==> src/rtl/note_pkg.sv <==
// ---------------------------------------------------------------------------
// note_pkg
// Shared definitions for the note sequencer slice:
//   - note code constants NOTE_A..NOTE_G and NOTE_REST
//   - sequencer state enum (IDLE / PLAY / GAP)
//   - default note and gap durations (in clk cycles at 100 MHz)
//   - max_int helper used to size the shared duration counter
// ---------------------------------------------------------------------------
package note_pkg;

  localparam logic [2:0] NOTE_A    = 3'd0;
  localparam logic [2:0] NOTE_B    = 3'd1;
  localparam logic [2:0] NOTE_C    = 3'd2;
  localparam logic [2:0] NOTE_D    = 3'd3;
  localparam logic [2:0] NOTE_E    = 3'd4;
  localparam logic [2:0] NOTE_F    = 3'd5;
  localparam logic [2:0] NOTE_G    = 3'd6;
  localparam logic [2:0] NOTE_REST = 3'd7;

  // 250 ms note, 25 ms silence at 100 MHz
  localparam int NOTE_CYCLES_DEF = 25_000_000;
  localparam int GAP_CYCLES_DEF  = 2_500_000;

  typedef enum logic [1:0] {
    IDLE = 2'd0,
    PLAY = 2'd1,
    GAP  = 2'd2
  } seq_state_e;

  function automatic int max_int(input int a, input int b);
    return (a > b) ? a : b;
  endfunction

endpackage

==> src/rtl/note_fifo.sv <==
// ---------------------------------------------------------------------------
// note_fifo
// Parameterised synchronous circular-buffer FIFO.
// Ports:
//   clk, rst_n     clock, asynchronous active-low reset (pointers/count only)
//   push, din      write request and data; ignored while full
//   pop            read request; ignored while empty
//   dout           head entry, combinational from storage
//   count          occupancy, $clog2(DEPTH)+1 bits
//   full, empty    derived from the registered count
// ---------------------------------------------------------------------------
module note_fifo #(
  parameter int DEPTH = 8,
  parameter int W     = 3
) (
  input  logic                       clk,
  input  logic                       rst_n,
  input  logic                       push,
  input  logic                       pop,
  input  logic [W-1:0]               din,
  output logic [W-1:0]               dout,
  output logic [$clog2(DEPTH):0]     count,
  output logic                       full,
  output logic                       empty
);

  localparam int AW = $clog2(DEPTH);
  localparam int CW = AW + 1;

  logic [W-1:0]  mem_q [DEPTH];
  logic [AW-1:0] wr_ptr_q, wr_ptr_d;
  logic [AW-1:0] rd_ptr_q, rd_ptr_d;
  logic [CW-1:0] count_q, count_d;
  logic          push_ok, pop_ok;

  assign full    = (count_q == CW'(DEPTH));
  assign empty   = (count_q == '0);
  assign push_ok = push && !full;
  assign pop_ok  = pop && !empty;
  assign dout    = mem_q[rd_ptr_q];
  assign count   = count_q;

  // Pointers are exactly AW bits wide, so they wrap at DEPTH for free.
  always_comb begin
    wr_ptr_d = wr_ptr_q;
    rd_ptr_d = rd_ptr_q;
    count_d  = count_q;
    if (push_ok) wr_ptr_d = wr_ptr_q + AW'(1);
    if (pop_ok)  rd_ptr_d = rd_ptr_q + AW'(1);
    unique case ({push_ok, pop_ok})
      2'b10:   count_d = count_q + CW'(1);
      2'b01:   count_d = count_q - CW'(1);
      default: count_d = count_q;
    endcase
  end

  always_ff @(posedge clk or negedge rst_n) begin
    if (!rst_n) begin
      wr_ptr_q <= '0;
      rd_ptr_q <= '0;
      count_q  <= '0;
    end else begin
      wr_ptr_q <= wr_ptr_d;
      rd_ptr_q <= rd_ptr_d;
      count_q  <= count_d;
    end
  end

  // Storage needs no reset: an entry is only visible once count covers it.
  always_ff @(posedge clk) begin
    if (push_ok) mem_q[wr_ptr_q] <= din;
  end

endmodule

==> src/rtl/note_sequencer.sv <==
// ---------------------------------------------------------------------------
// note_sequencer
// Queues keypad note requests and plays them one after another on the
// speaker: each note sounds for NOTE_CYCLES, followed by GAP_CYCLES of
// silence. Code 7 is a rest (silent, same timing).
// Ports:
//   clk, rst_n   100 MHz clock, asynchronous active-low reset
//   note_valid   request strobe; accepted when note_ready is high
//   note_code    0..6 = A..G, 7 = rest
//   note_ready   FIFO not full
//   tone_clks    tone clocks from the divider, bit i = note code i
//   spk          registered speaker drive
//   busy         state is not IDLE
//   cur_note     code currently playing (valid while busy)
//   fifo_count   FIFO occupancy
//   overflow     sticky: a request arrived while full
// ---------------------------------------------------------------------------
module note_sequencer
  import note_pkg::*;
#(
  parameter int NOTE_CYCLES = NOTE_CYCLES_DEF,
  parameter int GAP_CYCLES  = GAP_CYCLES_DEF,
  parameter int DEPTH       = 8
) (
  input  logic                     clk,
  input  logic                     rst_n,
  input  logic                     note_valid,
  input  logic [2:0]               note_code,
  output logic                     note_ready,
  input  logic [6:0]               tone_clks,
  output logic                     spk,
  output logic                     busy,
  output logic [2:0]               cur_note,
  output logic [$clog2(DEPTH):0]   fifo_count,
  output logic                     overflow
);

  localparam int CW    = $clog2(DEPTH) + 1;
  localparam int DUR_W = $clog2(max_int(NOTE_CYCLES, GAP_CYCLES));

  localparam logic [DUR_W-1:0] NOTE_LOAD = DUR_W'(NOTE_CYCLES - 1);
  localparam logic [DUR_W-1:0] GAP_LOAD  = DUR_W'(GAP_CYCLES - 1);

  // -------------------------------------------------------------------------
  // Reset: assertion is immediate, release is re-timed to clk so every
  // flop leaves reset on the same edge.
  // -------------------------------------------------------------------------
  logic [1:0] rst_sync_q;
  logic       rst_int_n;

  always_ff @(posedge clk or negedge rst_n) begin
    if (!rst_n) rst_sync_q <= 2'b00;
    else        rst_sync_q <= {rst_sync_q[0], 1'b1};
  end

  assign rst_int_n = rst_sync_q[1];

  // -------------------------------------------------------------------------
  // Note FIFO
  // -------------------------------------------------------------------------
  logic          fifo_push, fifo_pop;
  logic [2:0]    fifo_dout;
  logic [CW-1:0] fifo_cnt;
  logic          fifo_full, fifo_empty;

  assign fifo_push = note_valid && note_ready;

  note_fifo #(
    .DEPTH (DEPTH),
    .W     (3)
  ) u_fifo (
    .clk   (clk),
    .rst_n (rst_int_n),
    .push  (fifo_push),
    .pop   (fifo_pop),
    .din   (note_code),
    .dout  (fifo_dout),
    .count (fifo_cnt),
    .full  (fifo_full),
    .empty (fifo_empty)
  );

  assign note_ready = !fifo_full;
  assign fifo_count = fifo_cnt;

  // Sticky overflow. Uses registered full, so a pop in the same cycle does
  // not rescue the request.
  logic overflow_q;

  always_ff @(posedge clk or negedge rst_int_n) begin
    if (!rst_int_n)                    overflow_q <= 1'b0;
    else if (note_valid && fifo_full)  overflow_q <= 1'b1;
  end

  assign overflow = overflow_q;

  // -------------------------------------------------------------------------
  // Sequencer FSM
  // -------------------------------------------------------------------------
  seq_state_e       state_q, state_d;
  logic [DUR_W-1:0] dur_q, dur_d;
  logic [2:0]       cur_q, cur_d;
  logic             spk_q, spk_d;

  // State register
  always_ff @(posedge clk or negedge rst_int_n) begin
    if (!rst_int_n) begin
      state_q <= IDLE;
      dur_q   <= '0;
      cur_q   <= NOTE_A;
      spk_q   <= 1'b0;
    end else begin
      state_q <= state_d;
      dur_q   <= dur_d;
      cur_q   <= cur_d;
      spk_q   <= spk_d;
    end
  end

  // Next-state logic. The empty test looks at the registered count, so a
  // push landing on a decision edge is picked up one cycle later.
  always_comb begin
    state_d  = state_q;
    dur_d    = dur_q;
    cur_d    = cur_q;
    fifo_pop = 1'b0;
    unique case (state_q)
      IDLE: begin
        if (!fifo_empty) begin
          fifo_pop = 1'b1;
          cur_d    = fifo_dout;
          dur_d    = NOTE_LOAD;
          state_d  = PLAY;
        end
      end
      PLAY: begin
        if (dur_q == '0) begin
          dur_d   = GAP_LOAD;
          state_d = GAP;
        end else begin
          dur_d = dur_q - DUR_W'(1);
        end
      end
      GAP: begin
        if (dur_q == '0) begin
          if (!fifo_empty) begin
            fifo_pop = 1'b1;
            cur_d    = fifo_dout;
            dur_d    = NOTE_LOAD;
            state_d  = PLAY;
          end else begin
            state_d = IDLE;
          end
        end else begin
          dur_d = dur_q - DUR_W'(1);
        end
      end
      default: begin
        state_d = IDLE;
        dur_d   = '0;
      end
    endcase
  end

  // Tone mux: one gated term per tone bit. There is no term for code 7,
  // so a rest selects nothing and stays silent.
  logic [6:0] tone_hit;

  for (genvar gi = 0; gi < 7; gi++) begin : g_tone
    assign tone_hit[gi] = (cur_q == 3'(gi)) && tone_clks[gi];
  end

  // Output logic
  always_comb begin
    spk_d = (state_q == PLAY) && (|tone_hit);
    busy  = (state_q != IDLE);
  end

  assign spk      = spk_q;
  assign cur_note = cur_q;

endmodule

==> config.mk <==
export PLATFORM = sky130hd
export DESIGN_NAME = note_sequencer
export DESIGN_NICKNAME = d
export VERILOG_FILES = /design/src/rtl/note_pkg.sv /design/src/rtl/note_fifo.sv /design/src/rtl/note_sequencer.sv
export SDC_FILE = /design/constraint.sdc
export NUM_CORES = 1
export LEC_CHECK = 0
export ABC_AREA = 1
export ABC_CLOCK_PERIOD_IN_PS = 1500
export CORE_MARGIN = 1.5
export CORE_UTILIZATION = 60
export DETAILED_ROUTE_END_ITERATION = 7
export PLACE_DENSITY = 0.85
export SYNTH_ARGS = -nofsm -noshare
export SYNTH_HDL_FRONTEND = slang
export SYNTH_SLANG_ARGS = --single-unit
==> constraint.sdc <==
create_clock -name clk -period 1.5 [get_ports clk]
set_input_delay 0.3 -clock clk [delete_from_list [all_inputs] [get_ports clk]]
set_output_delay 0.3 -clock clk [all_outputs]
set_load 0.03 [all_outputs]
==> flow_summary.ini <==
[run_status]
status = complete, but fails checks
failed_checks = design-rule violations, negative setup slack

[logic_synthesis]
synth-simple-area-share = 0.3276
synth_cell_types = 33
netlist_area_um2 = 3876
syn_nets = 507
yosysSeqAreaShare = 0.4700
synth-main-ff-cell = dfrtp_1
synth.area.mux_share = 0
ys_ff_latch = 68
synth-compound-area-share = 0.07973
synth_top_family_by_area = simple AND/OR/NAND/NOR gates
netlist.area_leader.share = 0.2841
synthTopCellsByCount = nand2_1, nor2_1, nand3_1
synthArstFlopShare = 0.6471
synth_fa_ha_area_frac = 0.02776
synth_edf_count = 24
synth_area_leaders = dfrtp_1, edfxtp_1, nand2_1
synth_cells = 486
ys_warn_count = 0
synth_most_common_cell = nand2_1
yosys.area.top_type = dfrtp_1
synth-xor-area-share = 0.03163
avgSynthCellArea_um2 = 7.976

[routing]
via_per_inst = 7.526
wirelength_um = 21250
avgRoutedWirePerCell_um = 29.63
dr.pass1.iters = 8
drc = 139
vias = 5396
antenna_left = 0
first_iter_violations = 1379

[timing]
finalMaxSlewViolations = 0
period_needed_ns = 2.632
hold_viol = 0
layout_setup_ws_ns = -1.132
tightest_slew_ns = 0.5283
max-slew-margin-rel = 0.6478
timing.fmax_ghz = 0.3800
hold_ws_ns = 0.08961
setup_violations = 58
finalCritPeriodShare = 1.755
fin_worst_skew_ns = 0.02687
rsz0062_at_grt = yes

[global_route]
grt_pass1_vias = 4665
track_usage = 0.4706
overflow = 0
antenna_found_initial = 1
grt_max_degree = 27
grt_pass1_wl_um = 24840

[pwr]
p_per_area_nw_per_um2 = 624.2
power_leakage_nw = 2.680
p_total_mw = 3.715
ir_drop_uv = 1197

[clock_network]
cts_max_path_buffers = 2
cts.sinks = 68
cts_hold_buf = 0
root_buffer = clkbuf_8
cts_tree = done
numCtsBuffers = 9
clock_latency_ns = 0.38
htreeDepth = 3
clkTransAtPathRegs_ns = 0.09

[finish]
area_delta_synth_final_pct = 53.52
stdcell_count = 717
nets = 656
fin_area_um2 = 5951
diodes = 0
final_util = 0.9480
drive_gt1_frac = 0.4578

[critical_path]
required_ns = 1.74
cp.arrival_ns = 2.88
endpoint_kind = flop
crit_fanout = 5
cp-start-kind = flop
criticalPathCategory = flop to flop

[die]
initial_core_util = 0.6175
dieArea_um2 = 6951
die_y_um = 83.38
coreArea_um2 = 6277
io_pins = 24
rows = 29
chipWidth_um = 83.38

[placement]
placed_area_um2 = 4952
placed_cells_incl_taps = 672
place_hpwl_um = 8344
gp_congestion = 0.9614
portBuffers = 23

[min_path]
hp-class = input port to async pin

[job]
max-cap-violations = 0
## final timing paths
check,from,to,slack [ns],cells past startpoint
worst max-delay path,dur_q[19],u_fifo.count[3],-1.13,14
worst min-delay path,rst_n,rst_sync_q[0],0.09,1
worst max register to register,dur_q[19],u_fifo.count[3],-1.13,14
worst min register to register,rst_sync_q[1],dur_q[9],0.24,0
max in group asynchronous,rst_sync_q[1],u_fifo.count[3],0.71,1
min in group clk,rst_sync_q[0],rst_sync_q[1],0.37,0
## critical path, stage by stage (launching register included)
cell and delay [ns]:
dfrtp_1 0.43, nor2_2 0.20, nand2_2 0.13, nor3_4 0.26, nand2_4 0.12, nand2_4 0.09
nand2_4 0.06, clkinv_4 0.07, ha_4 0.18, ha_4 0.22, a21oi_2 0.17, nand2_2 0.12
a21oi_2 0.22, o21ai_2 0.09, xor2_1 0.15
## state kept, by name, summed over array words and instances (netlist names)
name / count
dur_q: 25
u_fifo.mem_q: 24
u_fifo.count: 4
cur_note: 3
u_fifo.rd_ptr_q: 3
u_fifo.wr_ptr_q: 3
rst_sync_q: 2
state_q: 2
overflow: 1
spk: 1
## cells in the final DEF, fill, tap and decap left out, types with 2 or more instances in the layout
| master | count |
|---|---|
| nand2_4 | 13 |
| buf_4 | 103 |
| clkinv_4 | 2 |
| nand2_2 | 23 |
| inv_6 | 4 |
| ha_1 | 3 |
| nand4_1 | 6 |
| clkbuf_8 | 9 |
| nor2_2 | 12 |
| xor2_1 | 10 |
| dfrtp_1 | 38 |
| nand2_8 | 6 |
| dfrtp_2 | 6 |
| ha_4 | 4 |
| edfxtp_1 | 24 |
| o21ai_4 | 2 |
| o21ai_2 | 10 |
| xnor2_1 | 3 |
| buf_6 | 18 |
| clkinvlp_4 | 2 |
| nor2_4 | 22 |
| clkinv_2 | 2 |
| nand3_4 | 3 |
| inv_4 | 2 |
| buf_2 | 5 |
| o21ai_0 | 18 |
| nand3_2 | 20 |
| a21oi_1 | 3 |
| nand2_1 | 80 |
| nand3_1 | 37 |
| a21oi_2 | 3 |
| nor3_1 | 3 |
| inv_2 | 11 |
| or2_2 | 2 |
| dlygate4sd2_1 | 4 |
| nor2_1 | 52 |
| o21ai_1 | 13 |
| clkdlybuf4s50_1 | 12 |
| inv_1 | 37 |
## report_power, final
group | internal [mW] | switching (mW)
Clock | 0.779 | 0.916
Combinational | 0.0365 | 0.0453
Sequential | 1.93 | 0.0125
Total | 2.74 | 0.974
## through the flow
stage	setup TNS, ns	setup WS [ns]
2_1_floorplan	-6.612	-0.6533
3_3_place_gp	-13.52	-0.6248
6_report	-19.13	-1.132
4_1_cts	-6.187	-0.7201
5_1_grt	-20.83	-1.182
3_5_place_dp	-16.53	-0.7657
## layout make-up
| type | instances | area, um2 |
|---|---|---|
| repair buffers | 144 | 1181 |
| well taps | 77 | 96.34 |
| multi-input cells | 358 | 2420 |
| fillers | 162 | 326.6 |
| clock buffers | 9 | 123.9 |
| flip-flops and latches | 68 | 1829 |
| clock inverters | 7 | 73.82 |
| inverters | 54 | 226.5 |
## cell families (layout without fill, tap and decap cells)
group                      after synthesis  in the layout
buffers and inverters                   61            214
AOI/OAI and AO/OA                       53             53
adders and majority gates                8              8
other                                    1              1
xor gates and xnor gates                14             14
DFF                                     68             68
and+or+nand+nor                        281            282
## layer usage
layer,global-route usage,part of all wire
met2,0.7583,0.40
met4,0.3167,0.14
met1,0.5605,0.29
met5,0,0
met3,0.1113,0.17
## repair_timing
action	in CTS	in global routing
buffers inserted	13	23
endpoints found under the setup margin	73	68
resized for setup	120	85
gates cloned	1	0
pin swaps	19	32
No activity file was read; power rests on OpenSTA's default activity.
==> patch (config.mk and constraints unchanged) <==
Reset style: synchronous (`rst_int_n` and `rst_n`), changed in 4 clocked blocks. Comments in the files are not updated.
--- a/src/rtl/note_fifo.sv
+++ b/src/rtl/note_fifo.sv
@@ -54,7 +54,7 @@
     endcase
   end
 
-  always_ff @(posedge clk or negedge rst_n) begin
+  always_ff @(posedge clk) begin
     if (!rst_n) begin
       wr_ptr_q <= '0;
       rd_ptr_q <= '0;
--- a/src/rtl/note_sequencer.sv
+++ b/src/rtl/note_sequencer.sv
@@ -48,7 +48,7 @@
   logic [1:0] rst_sync_q;
   logic       rst_int_n;
 
-  always_ff @(posedge clk or negedge rst_n) begin
+  always_ff @(posedge clk) begin
     if (!rst_n) rst_sync_q <= 2'b00;
     else        rst_sync_q <= {rst_sync_q[0], 1'b1};
   end
@@ -87,7 +87,7 @@
   // not rescue the request.
   logic overflow_q;
 
-  always_ff @(posedge clk or negedge rst_int_n) begin
+  always_ff @(posedge clk) begin
     if (!rst_int_n)                    overflow_q <= 1'b0;
     else if (note_valid && fifo_full)  overflow_q <= 1'b1;
   end
@@ -103,7 +103,7 @@
   logic             spk_q, spk_d;
 
   // State register
-  always_ff @(posedge clk or negedge rst_int_n) begin
+  always_ff @(posedge clk) begin
     if (!rst_int_n) begin
       state_q <= IDLE;
       dur_q   <= '0;
Behaviour: differs if rst_n is asserted again (counterexample within 4 cycles, from zero or initial values and one cycle with rst_n low); with rst_n held inactive, the same outputs for 10 cycles.
==> patch against the unedited design <==
Synthesized cell count is 2.9% higher. Synthesized area down 3.5%. The flow now stops in 5_1_grt.
==> patch: results (changes against the unedited design) <==
Max H-tree Level: 3 (unchanged)
Tool error message: [ERROR DPL-0038] Utilization greater than 100%, impossible to legalize
Gpl congestion: 0.9444 (was 0.9614)
Sink count of the clock tree: 71 (was 68)
Run status: did not finish (was finished with violations)
Number of nets in the synthesized netlist: 520 (was 507)
Top post-synthesis cells by count: nand2_1, nor2_1, inv_1 (was nand2_1, nor2_1, nand3_1)
Count of cell types in the netlist: 32 (was 33)
Type of pin the worst path ends at: register data pin
Stage where the flow stopped: 5_1_grt
Share of flip-flops with an asynchronous set or reset: 0 (was 0.6471)
Port Buf Inserts: 23 (unchanged)
Total of warnings raised by yosys: 0 (unchanged)
Largest cells by area after synthesis: dfxtp_1, edfxtp_1, nand2_1, nor2_1, nand3_1 (was dfrtp_1, edfxtp_1, nand2_1, nand3_1, nor2_1)
Maximum count of clock buffers along a single path: 2 (unchanged)
Root buf cell: clkbuf_8 (unchanged)
Pin count of the biggest net entering global routing: 27
Half-perimeter wire length after placement: 8.107 mm (was 8.344 mm)
Count of flip-flops with a built-in enable after synthesis: 24 (unchanged)
CTS buffer count: 9 (unchanged)
Crit. endpoint post-GRT repair: u_fifo.count[2]$_SDFFE_PN0P_/D
Share of the yosys chip area belonging to registers: 0.4443 (was 0.4700)
==> patch: logic make-up after synthesis <==
logic type	count (synthesis)	share of synthesized area
flops	71	0.4443
simple gates	257	0.3048
compound gates	88	0.1291
buf+inv	64	0.06791
fa+ha+maj	7	0.02342
xor+xnor	13	0.03045
==> patch: repair_timing <==
item                                    in CTS
setup buffers                               11
endpoints found under the setup margin      77
gates resized for setup                    114
pin swaps                                   40
hold endpoints to repair                     0
==> patch: through the flow <==
step | std cells | TNS (ps) | area [sq um] | worst slack (ps) | hold WS [ps]
floorplan | 500 | -2171 | 3825 | -644.8 | 327.7
global placement | 674 | -11630 | 4761 | -615.8 | 395.0
detailed placement | 674 | -16470 | 4761 | -727.6 | 426.6
CTS | 700 | -10870 | 5395 | -648.2 | 423.7
